**config.mk**
```make
export PLATFORM = sky130hd
export DESIGN_NAME = mem_arbiter_flat
export DESIGN_NICKNAME = d
export VERILOG_FILES = /design/src/rtl/mem_arbiter_if.sv /design/src/rtl/mem_arbiter.sv /design/src/flat_wrapper.sv
export SDC_FILE = /design/constraint.sdc
export NUM_CORES = 1
export LEC_CHECK = 0
export CAP_MARGIN = 20
export CORE_ASPECT_RATIO = 1.5
export CORE_MARGIN = 2
export CORE_UTILIZATION = 28
export CTS_CLUSTER_DIAMETER = 150
export CTS_CLUSTER_SIZE = 30
export DETAILED_ROUTE_END_ITERATION = 16
export PLACE_DENSITY = 0.63
export SLEW_MARGIN = 40
export SYNTH_ARGS = -nofsm -noshare
export SYNTH_HDL_FRONTEND = slang
export SYNTH_SLANG_ARGS = --single-unit
```
**constraint.sdc**
```tcl
create_clock -name clk -period 1.4 [get_ports clk]
set_clock_uncertainty 0.1 [all_clocks]
set_input_delay 0.35 -clock clk [delete_from_list [all_inputs] [get_ports clk]]
set_output_delay 0.35 -clock clk [all_outputs]
set_load 0.02 [all_outputs]
```
**src/rtl/mem_arbiter_if.sv**
```systemverilog
// mem_arbiter_if: requester, response and data-memory signals of mem_arbiter.
// The slave side is the arbiter; the master side is the requesters plus memory.
interface mem_arbiter_if #(
    parameter int N = 8
);
    logic         req0;
    logic         req1;
    logic         we0;
    logic         we1;
    logic [N-1:0] addr0;
    logic [N-1:0] addr1;
    logic [N-1:0] wdata0;
    logic [N-1:0] wdata1;
    logic         gnt0;
    logic         gnt1;
    logic         rvalid0;
    logic         rvalid1;
    logic [N-1:0] rdata;
    logic [N-1:0] mem_addr;
    logic [N-1:0] mem_wdata;
    logic         mem_we;
    logic [N-1:0] mem_rdata;
    logic         busy;

    modport slave (
        input  req0, req1, we0, we1,
        input  addr0, addr1, wdata0, wdata1,
        input  mem_rdata,
        output gnt0, gnt1, rvalid0, rvalid1,
        output rdata, mem_addr, mem_wdata, mem_we, busy
    );

    modport master (
        output req0, req1, we0, we1,
        output addr0, addr1, wdata0, wdata1,
        output mem_rdata,
        input  gnt0, gnt1, rvalid0, rvalid1,
        input  rdata, mem_addr, mem_wdata, mem_we, busy
    );
endinterface

```
**src/rtl/mem_arbiter.sv**
```systemverilog
// mem_arbiter: two-requester arbiter for a single-port data memory.
// Fixed priority (requester 0) by default; define MEM_ARB_RR_EN for round-robin.
module mem_arbiter #(
    parameter int N = 8,
    parameter int M = 8
) (
    input logic            clk,
    input logic            rst,
    mem_arbiter_if.slave   bus
);
    typedef enum logic [1:0] {
        IDLE,
        ACCESS,
        RESP
    } state_t;

    if (M > N) begin : g_depth_check
        $error("mem_arbiter: M must not exceed N");
    end

    state_t       state;
    state_t       state_nx;
    logic         any_req;
    logic         win;
    logic         take;
    logic         lat_we;
    logic         lat_own;
    logic [N-1:0] lat_addr;
    logic [N-1:0] lat_wdata;
    logic [N-1:0] rdata_q;

    assign any_req = bus.req0 | bus.req1;
    assign take    = (state == IDLE) && any_req;

`ifdef MEM_ARB_RR_EN
    logic last_owner;

    // On contention the requester that did not win last time goes first.
    always_comb begin
        win = bus.req1;
        if (bus.req0 && bus.req1) win = ~last_owner;
    end

    always_ff @(posedge clk or posedge rst) begin
        if (rst)       last_owner <= 1'b1;
        else if (take) last_owner <= win;
    end
`else
    assign win = ~bus.req0 & bus.req1;
`endif

    always_ff @(posedge clk or posedge rst) begin
        if (rst) state <= IDLE;
        else     state <= state_nx;
    end

    always_comb begin
        state_nx    = state;
        bus.gnt0    = 1'b0;
        bus.gnt1    = 1'b0;
        bus.rvalid0 = 1'b0;
        bus.rvalid1 = 1'b0;
        bus.mem_we  = 1'b0;
        unique case (state)
            IDLE: begin
                if (any_req) state_nx = ACCESS;
            end
            ACCESS: begin
                state_nx   = RESP;
                bus.mem_we = lat_we;
                bus.gnt0   = ~lat_own;
                bus.gnt1   = lat_own;
            end
            RESP: begin
                state_nx    = IDLE;
                bus.rvalid0 = ~lat_we & ~lat_own;
                bus.rvalid1 = ~lat_we & lat_own;
            end
            default: state_nx = IDLE;
        endcase
    end

    // The latches only move on the IDLE->ACCESS edge, so the memory bus
    // keeps its last address/data outside ACCESS without extra registers.
    always_ff @(posedge clk or posedge rst) begin
        if (rst) begin
            lat_we    <= 1'b0;
            lat_own   <= 1'b0;
            lat_addr  <= '0;
            lat_wdata <= '0;
        end else if (take) begin
            lat_own   <= win;
            lat_we    <= win ? bus.we1    : bus.we0;
            lat_addr  <= win ? bus.addr1  : bus.addr0;
            lat_wdata <= win ? bus.wdata1 : bus.wdata0;
        end
    end

    always_ff @(posedge clk or posedge rst) begin
        if (rst)
            rdata_q <= '0;
        else if (state == ACCESS && !lat_we)
            rdata_q <= bus.mem_rdata;
    end

    assign bus.rdata     = rdata_q;
    assign bus.mem_addr  = lat_addr;
    assign bus.mem_wdata = lat_wdata;
    assign bus.busy      = (state != IDLE);
endmodule

```
**src/flat_wrapper.sv**
```systemverilog
// flat-port wrapper written by rule: the top's interface ports become plain ports
module mem_arbiter_flat 
#(
    parameter int N = 8,
    parameter int M = 8
)
  (clk, rst, bus_req0, bus_req1, bus_we0, bus_we1, bus_addr0, bus_addr1, bus_wdata0, bus_wdata1, bus_mem_rdata, bus_gnt0, bus_gnt1, bus_rvalid0, bus_rvalid1, bus_rdata, bus_mem_addr, bus_mem_wdata, bus_mem_we, bus_busy);
  mem_arbiter_if #(.N(N)) bus_i ();
  input logic clk;
  input logic rst;
  input wire logic [$bits(bus_i.req0)-1:0] bus_req0;
  input wire logic [$bits(bus_i.req1)-1:0] bus_req1;
  input wire logic [$bits(bus_i.we0)-1:0] bus_we0;
  input wire logic [$bits(bus_i.we1)-1:0] bus_we1;
  input wire logic [$bits(bus_i.addr0)-1:0] bus_addr0;
  input wire logic [$bits(bus_i.addr1)-1:0] bus_addr1;
  input wire logic [$bits(bus_i.wdata0)-1:0] bus_wdata0;
  input wire logic [$bits(bus_i.wdata1)-1:0] bus_wdata1;
  input wire logic [$bits(bus_i.mem_rdata)-1:0] bus_mem_rdata;
  output wire logic [$bits(bus_i.gnt0)-1:0] bus_gnt0;
  output wire logic [$bits(bus_i.gnt1)-1:0] bus_gnt1;
  output wire logic [$bits(bus_i.rvalid0)-1:0] bus_rvalid0;
  output wire logic [$bits(bus_i.rvalid1)-1:0] bus_rvalid1;
  output wire logic [$bits(bus_i.rdata)-1:0] bus_rdata;
  output wire logic [$bits(bus_i.mem_addr)-1:0] bus_mem_addr;
  output wire logic [$bits(bus_i.mem_wdata)-1:0] bus_mem_wdata;
  output wire logic [$bits(bus_i.mem_we)-1:0] bus_mem_we;
  output wire logic [$bits(bus_i.busy)-1:0] bus_busy;
  assign bus_i.req0 = bus_req0;
  assign bus_i.req1 = bus_req1;
  assign bus_i.we0 = bus_we0;
  assign bus_i.we1 = bus_we1;
  assign bus_i.addr0 = bus_addr0;
  assign bus_i.addr1 = bus_addr1;
  assign bus_i.wdata0 = bus_wdata0;
  assign bus_i.wdata1 = bus_wdata1;
  assign bus_i.mem_rdata = bus_mem_rdata;
  assign bus_gnt0 = bus_i.gnt0;
  assign bus_gnt1 = bus_i.gnt1;
  assign bus_rvalid0 = bus_i.rvalid0;
  assign bus_rvalid1 = bus_i.rvalid1;
  assign bus_rdata = bus_i.rdata;
  assign bus_mem_addr = bus_i.mem_addr;
  assign bus_mem_wdata = bus_i.mem_wdata;
  assign bus_mem_we = bus_i.mem_we;
  assign bus_busy = bus_i.busy;
  mem_arbiter #(.N(N), .M(M)) u_core (.clk(clk), .rst(rst), .bus(bus_i));
endmodule
```
==> results.py, run 1 <==
metrics = {
    "outcome": {
        "status": "complete, but fails checks",
        "violations": "setup timing",
    },
    "detailed_routing": {
        "via_count": 1096,
        "dr.pass1.iters": 2,
        "dr.first_iter.drc_count": 15,
        "drc": 0,
        "wl_per_cell_um": 14.7,
        "routed_via_density": 4.26,
        "drt-total-wl_um": 3770,
        "drtAntennaViolNets": 0,
    },
    "cts": {
        "hold_buffers": 0,
        "clockRootBuffer": "clkbuf_8",
        "numCtsBuffers": 3,
        "clk_pin_slew_worst_paths_ns": 0.09,
        "clockBufferDepth": 2,
        "numClockSinks": 28,
        "htreeDepth": 1,
        "clock_latency_ns": 0.26,
        "tritoncts": "done",
    },
    "worst_setup_path": {
        "required_ns": 0.95,
        "critPathMaxStageDelay_ns": 0.45,
        "cp_max_fo": 4,
        "critPathKind": "flop to primary output",
        "slowest_stage": "dfrtp_2",
        "path_buf_inv": 1,
        "cp_cell_sequence": "nor4bb_2 -> buf_2",
        "end_kind": "primary output",
        "cp.arrival_ns": 1.22,
        "cp_top_family": "flip-flops",
        "startpoint_type": "flop",
    },
    "cells_and_area": {
        "drive_gt1_share_pct": 60.7,
        "fin_area_um2": 2560,
        "final_common_cell": "clkdlybuf4s50_1",
        "final_cell_mix": "43 x clkdlybuf4s50_1, 32 x mux2_4, 26 x dfrtp_1, 17 x buf_4",
        "stdcell_count": 257,
        "syn2layout_area_growth_pct": 84.6,
        "nets": 239,
        "diodes": 0,
    },
    "die": {
        "die_x_um": 61.4,
        "die_area_um2": 5540,
        "rows": 31,
        "io_pins": 76,
        "die_h_um": 90.1,
        "start_util_pct": 28.8,
        "core_um2": 4810,
    },
    "placed_design": {
        "port_buffers": 75,
        "placed_area_um2": 2350,
        "dpl.cell_count": 245,
        "place_congestion": 0.710,
        "post-dp-hpwl_um": 2760,
    },
    "power": {
        "p_leak_nw": 1.19,
        "p_sw_share_pct": 35.8,
        "p_comb_share_pct": 62.8,
        "p_seq_share_pct": 29.1,
        "powerDensity_nw_per_um2": 2040,
        "vdd_drop_max_v": 0.000667,
        "clock_power_share_pct": 8.1,
        "switchingPower_w": 0.00187,
        "power_w": 0.00523,
        "internal-power_w": 0.00336,
    },
    "synth": {
        "ys_types": 15,
        "syn_area_um2": 1390,
        "yosysTopAreaCell": "dfrtp_1",
        "synthCells": 89,
        "synth-seq-cells": 28,
        "synth_top_area_share_pct": 50.6,
        "syn_avg_cell_area_um2": 15.6,
        "synth_seq_area_share_pct": 50.6,
        "yosys_warnings": 0,
        "synthesis.nets": 135,
        "synth_area_leaders": "dfrtp_1 51%, mux2_4 22%, mux2_2 18%",
    },
    "grt": {
        "antenna_found_initial": 0,
        "grt_pass1_vias": 1227,
        "grt_start_max_net_pins": 29,
        "track_usage_pct": 13.4,
        "grt_pass1_wl_um": 5550,
        "grt_overflow": 0,
    },
    "sta": {
        "fin_crit_sh_pct": 119,
        "worst_pin_slew_ns": 0.222,
        "setup_viol": 31,
        "clock.fmax_ghz": 0.598,
        "fin_crit_ns": 1.67,
        "relSlewSlack_pct": 85.0,
        "drv_slew": 0,
        "finalWorstSetupSlack_ns": -0.272,
        "hold_violations": 0,
        "grt_setup_unrepaired": "yes",
    },
    "run": {
        "cap_viol_max_count": 0,
    },
    "worst_hold_path": {
        "min_path_type": "input pin to async pin",
    },
}
## per-layer routing
metal  routed length (µm)  track usage [%]  vias up
li1                     -                -      517
met3                  243             1.87        2
met2                 2100             24.5       49
met5                    0                0        -
met1                 1370             14.6      528
met4                   49             5.32        0
## synthesized netlist by cell type
| library cell | number |
|---|---|
| buf_6 | 2 |
| o21a_1 | 1 |
| nor4bb_1 | 1 |
| mux2_4 | 20 |
| dfrtp_1 | 28 |
| nor4b_1 | 1 |
| mux2_2 | 22 |
| buf_12 | 1 |
| nor2_2 | 1 |
| inv_1 | 3 |
| buf_4 | 1 |
| nand2b_1 | 2 |
| nor2_1 | 2 |
| and2_1 | 2 |
| a21oi_1 | 2 |
## sequential cells by signal (all words and copies together) (netlist names)
| signal | count |
|---|---|
| u_core.lat_we | 1 |
| u_core.state | 2 |
| u_core.bus.rdata | 8 |
| u_core.bus.mem_addr | 8 |
| u_core.lat_own | 1 |
| u_core.bus.mem_wdata | 8 |
## power by group through the flow
stage	clock, W	sequential [W]	combinational, W
3_5_place_dp	0	0.00150	0.00299
2_1_floorplan	0	0.00192	0.00111
6_report	0.000424	0.00152	0.00328
3_3_place_gp	0	0.00149	0.00294
5_1_grt	0.000463	0.00156	0.00348
4_1_cts	0.000436	0.00150	0.00310
## worst register-to-register path: stages, from the launching register on
cell	delay, ns
dfrtp_2	0.46
buf_4	0.15
nor2_4	0.08
buf_4	0.12
o21a_4	0.15
buf_8	0.14
mux2_2	0.33
## path summary, 6_finish.rpt
kind,start,to,slack (ns),depth (start not counted)
worst max-delay path,u_core.lat_we,bus_rvalid1,-0.27,2
worst min-delay path,rst,u_core.bus.mem_addr[2],0.32,3
worst max register to register,u_core.state[0],u_core.bus.mem_addr[4],-0.24,6
worst min register to register,u_core.bus.mem_addr[4],u_core.bus.mem_addr[4],0.42,1
max in group asynchronous,rst,u_core.lat_we,0.71,3
min in group clk,u_core.bus.mem_addr[4],u_core.bus.mem_addr[4],0.42,1
## stage by stage
| stage | hold WS [ns] | setup WS [ns] | TNS [ns] | util (%) |
|---|---|---|---|---|
| 2_1_floorplan | 0.315 | -0.0928 | -0.962 | - |
| 3_3_place_gp | 0.391 | -0.608 | -12.54 | 48.8 |
| 3_5_place_dp | 0.398 | -0.650 | -13.06 | 48.8 |
| 4_1_cts | 0.327 | -0.271 | -6.14 | 52.8 |
| 5_1_grt | 0.335 | -0.319 | -6.90 | 53.1 |
| 6_report | 0.318 | -0.272 | -5.40 | 53.1 |
## final cells by class
type | instances | area (µm²)
Multi-Input combinational cell | 54 | 728
Inverter | 3 | 13.8
Sequential cell | 28 | 703
Fill cell | 453 | 2250
Clock buffer | 3 | 41.3
Timing Repair Buffer | 103 | 987
Tap cell | 66 | 82.6
## logic make-up after synthesis
group / share of synthesized area (%)
mux: 39.6
flops: 50.6
compound gates: 1.26
simple gates: 4.16
buf+inv: 4.43
## repair_timing
action | 4_1_cts | 5_1_grt
pin swaps | 3 | 2
cloned | 1 | 0
endpoints found under the setup margin | 55 | 47
resized for setup | 110 | 43
setup buffers | 8 | 3
No activity file was read; power rests on OpenSTA's default activity.
==> inputs of run 2 (changes only) <==
--- a/config.mk
+++ b/config.mk
@@ -5,6 +5,7 @@
 export SDC_FILE = /design/constraint.sdc
 export NUM_CORES = 1
 export LEC_CHECK = 0
+export ABC_CLOCK_PERIOD_IN_PS = 1400
 export CAP_MARGIN = 20
 export CORE_ASPECT_RATIO = 1.5
 export CORE_MARGIN = 2
==> results of run 2 <==
Same layout as run 1: the final DEF is identical, and so are final timing and power.
==> inputs of run 3 (changes only) <==
--- a/config.mk
+++ b/config.mk
@@ -13,7 +13,7 @@
 export CTS_CLUSTER_DIAMETER = 150
 export CTS_CLUSTER_SIZE = 30
 export DETAILED_ROUTE_END_ITERATION = 16
-export PLACE_DENSITY = 0.63
+export PLACE_DENSITY = 0.71
 export SLEW_MARGIN = 40
 export SYNTH_ARGS = -nofsm -noshare
 export SYNTH_HDL_FRONTEND = slang
==> run 3 against run 2 <==
Net effect: the run still ends with setup timing left; final area fell by 0.54%; flip-flop and latch count did not move; sequential share of layout area rose by 0.10 points; critical path depth rose by 2; global-route usage rose by 0.64 points; sequential power barely moved; clock power fell by 3%; worst hold slack got worse by 0.014 ns; critical path type unchanged.
==> results.py, run 3 (synthesis gave the netlist of run 1 again) <==
metrics = {
    "outcome": {
        "status": "complete, but fails checks",
        "violations": "setup timing",
    },
    "detailed_routing": {
        "via_count": 1108,
        "dr.pass1.iters": 3,
        "drtAntennaViolNets": 0,
        "drt-total-wl_um": 3910,
        "dr.first_iter.drc_count": 11,
        "wl_per_cell_um": 15.2,
        "drc": 0,
        "routed_via_density": 4.31,
    },
    "die": {
        "io_pins": 76,
        "rows": 31,
        "die_area_um2": 5540,
        "die_x_um": 61.4,
        "start_util_pct": 28.8,
        "die_h_um": 90.1,
        "core_um2": 4810,
    },
    "power": {
        "vdd_drop_max_v": 0.000829,
        "p_leak_nw": 1.19,
        "powerDensity_nw_per_um2": 2100,
    },
    "worst_setup_path": {
        "startpoint_type": "flop",
        "cp.arrival_ns": 1.22,
        "end_kind": "primary output",
        "critPathMaxStageDelay_ns": 0.45,
        "cp_cell_sequence": "nand2b_1 -> inv_2 -> and2_4 -> buf_6",
        "cp_max_fo": 4,
        "required_ns": 0.95,
        "reg2reg_slack_ns": -0.25,
        "slowest_stage": "dfrtp_2",
        "critPathKind": "flop to primary output",
    },
    "sta": {
        "fin_crit_ns": 1.67,
        "fin_crit_sh_pct": 119,
        "worst_pin_slew_ns": 0.459,
        "setup_viol": 32,
        "hold_violations": 0,
        "relSlewSlack_pct": 69.4,
        "clock.fmax_ghz": 0.598,
        "setup_tns_ns": -7.22,
        "grt_setup_unrepaired": "yes",
        "hold_slack_ns": 0.304,
        "finalWorstSetupSlack_ns": -0.272,
        "drv_slew": 0,
    },
    "grt": {
        "grt_overflow": 0,
        "grt_pass1_vias": 1188,
        "grt_pass1_wl_um": 5720,
        "grt_start_max_net_pins": 29,
        "antenna_found_initial": 0,
        "track_usage_pct": 14.0,
    },
    "cells_and_area": {
        "final_cell_mix": "43 x clkdlybuf4s50_1, 27 x mux2_4, 27 x dfrtp_1, 15 x mux2_2, 13 x buf_4",
        "fillers": 434,
        "fin_area_um2": 2540,
        "nets": 239,
        "syn2layout_area_growth_pct": 83.6,
        "multiInputGateArea_um2": 724,
        "drive_gt1_share_pct": 59.7,
        "diodes": 0,
        "regArea_um2": 702,
        "final_common_cell": "clkdlybuf4s50_1",
    },
    "cts": {
        "clockRootBuffer": "clkbuf_8",
        "clk_pin_slew_worst_paths_ns": 0.09,
        "numClockSinks": 28,
        "clockBufferDepth": 2,
        "clock_latency_ns": 0.26,
        "hold_buffers": 0,
        "numCtsBuffers": 3,
        "htreeDepth": 1,
        "tritoncts": "done",
    },
    "placed_design": {
        "place_congestion": 0.713,
        "post-dp-hpwl_um": 2660,
        "placed_area_um2": 2330,
        "port_buffers": 75,
    },
    "worst_hold_path": {
        "min_path_type": "input pin to async pin",
    },
    "run": {
        "cap_viol_max_count": 0,
    },
}
[run 3: changes by cell type in the layout (fill, tap and decap cells not counted), sizes merged]
cell,delta
nand2b,+2
buf,-2
clkbuf,+3
clkdlybuf4s15,-3
[run 3: worst paths after layout]
kind                                           from                       to  cells past startpoint
worst max-delay path                u_core.state[0]               bus_mem_we                      4
worst min-delay path                            rst   u_core.bus.mem_addr[2]                      3
worst max register to register      u_core.state[0]  u_core.bus.mem_wdata[5]                      6
worst min register to register  u_core.bus.rdata[4]      u_core.bus.rdata[4]                      1
max in group asynchronous                       rst          u_core.state[0]                      3
min in group clk                u_core.bus.rdata[4]      u_core.bus.rdata[4]                      1
[run 3: where the power goes]
part,internal [W],total [W],switching [W]
clock,0.000192,0.000412,0.000220
combinational,0.00203,0.00343,0.00140
sequential,0.00123,0.00150,0.000266
[run 3: cell type report]
cell class	count	share of cell area (%)
Tap cell	66	3.25
Clock buffer	3	1.62
Sequential cell	28	27.6
Multi-Input combinational cell	56	28.5
Inverter	3	0.443
Timing Repair Buffer	101	38.6
[run 3: what timing repair did]
action / CTS / global route
pin swaps: 2 / 0
resized for setup: 111 / 36
cloned: 3 / 2
setup endpoints to repair: 55 / 49
buffers inserted: 8 / 2
[run 3: critical path: cells and delay by family, from the launching register on]
| kind | cells | cell delay [ns] |
|---|---|---|
| and+or+nand+nor | 2 | 0.31 |
| buffers and inverters | 2 | 0.19 |
| DFF | 1 | 0.45 |
[run 3: through the flow]
| stage | power (W) | utilization, % | setup slack, ns | cells |
|---|---|---|---|---|
| 3_5_place_dp | 0.00445 | 48.4 | -0.611 | 239 |
| 3_3_place_gp | 0.00437 | 48.4 | -0.573 | 239 |
| 2_1_floorplan | 0.00303 | - | -0.0928 | 89 |
| 4_1_cts | 0.00514 | 52.5 | -0.264 | 253 |
| 5_1_grt | 0.00564 | 52.9 | -0.321 | 257 |
| 6_report | 0.00534 | 52.9 | -0.272 | 257 |
[run 3: metal layers]
layer / up-vias / wire length (µm) / GRT usage [%]
li1: 519 / - / -
met1: 543 / 1400 / 14.9
met2: 44 / 2280 / 27.0
met3: 2 / 195 / 1.29
met4: 0 / 42 / 4.26
met5: - / 0 / 0
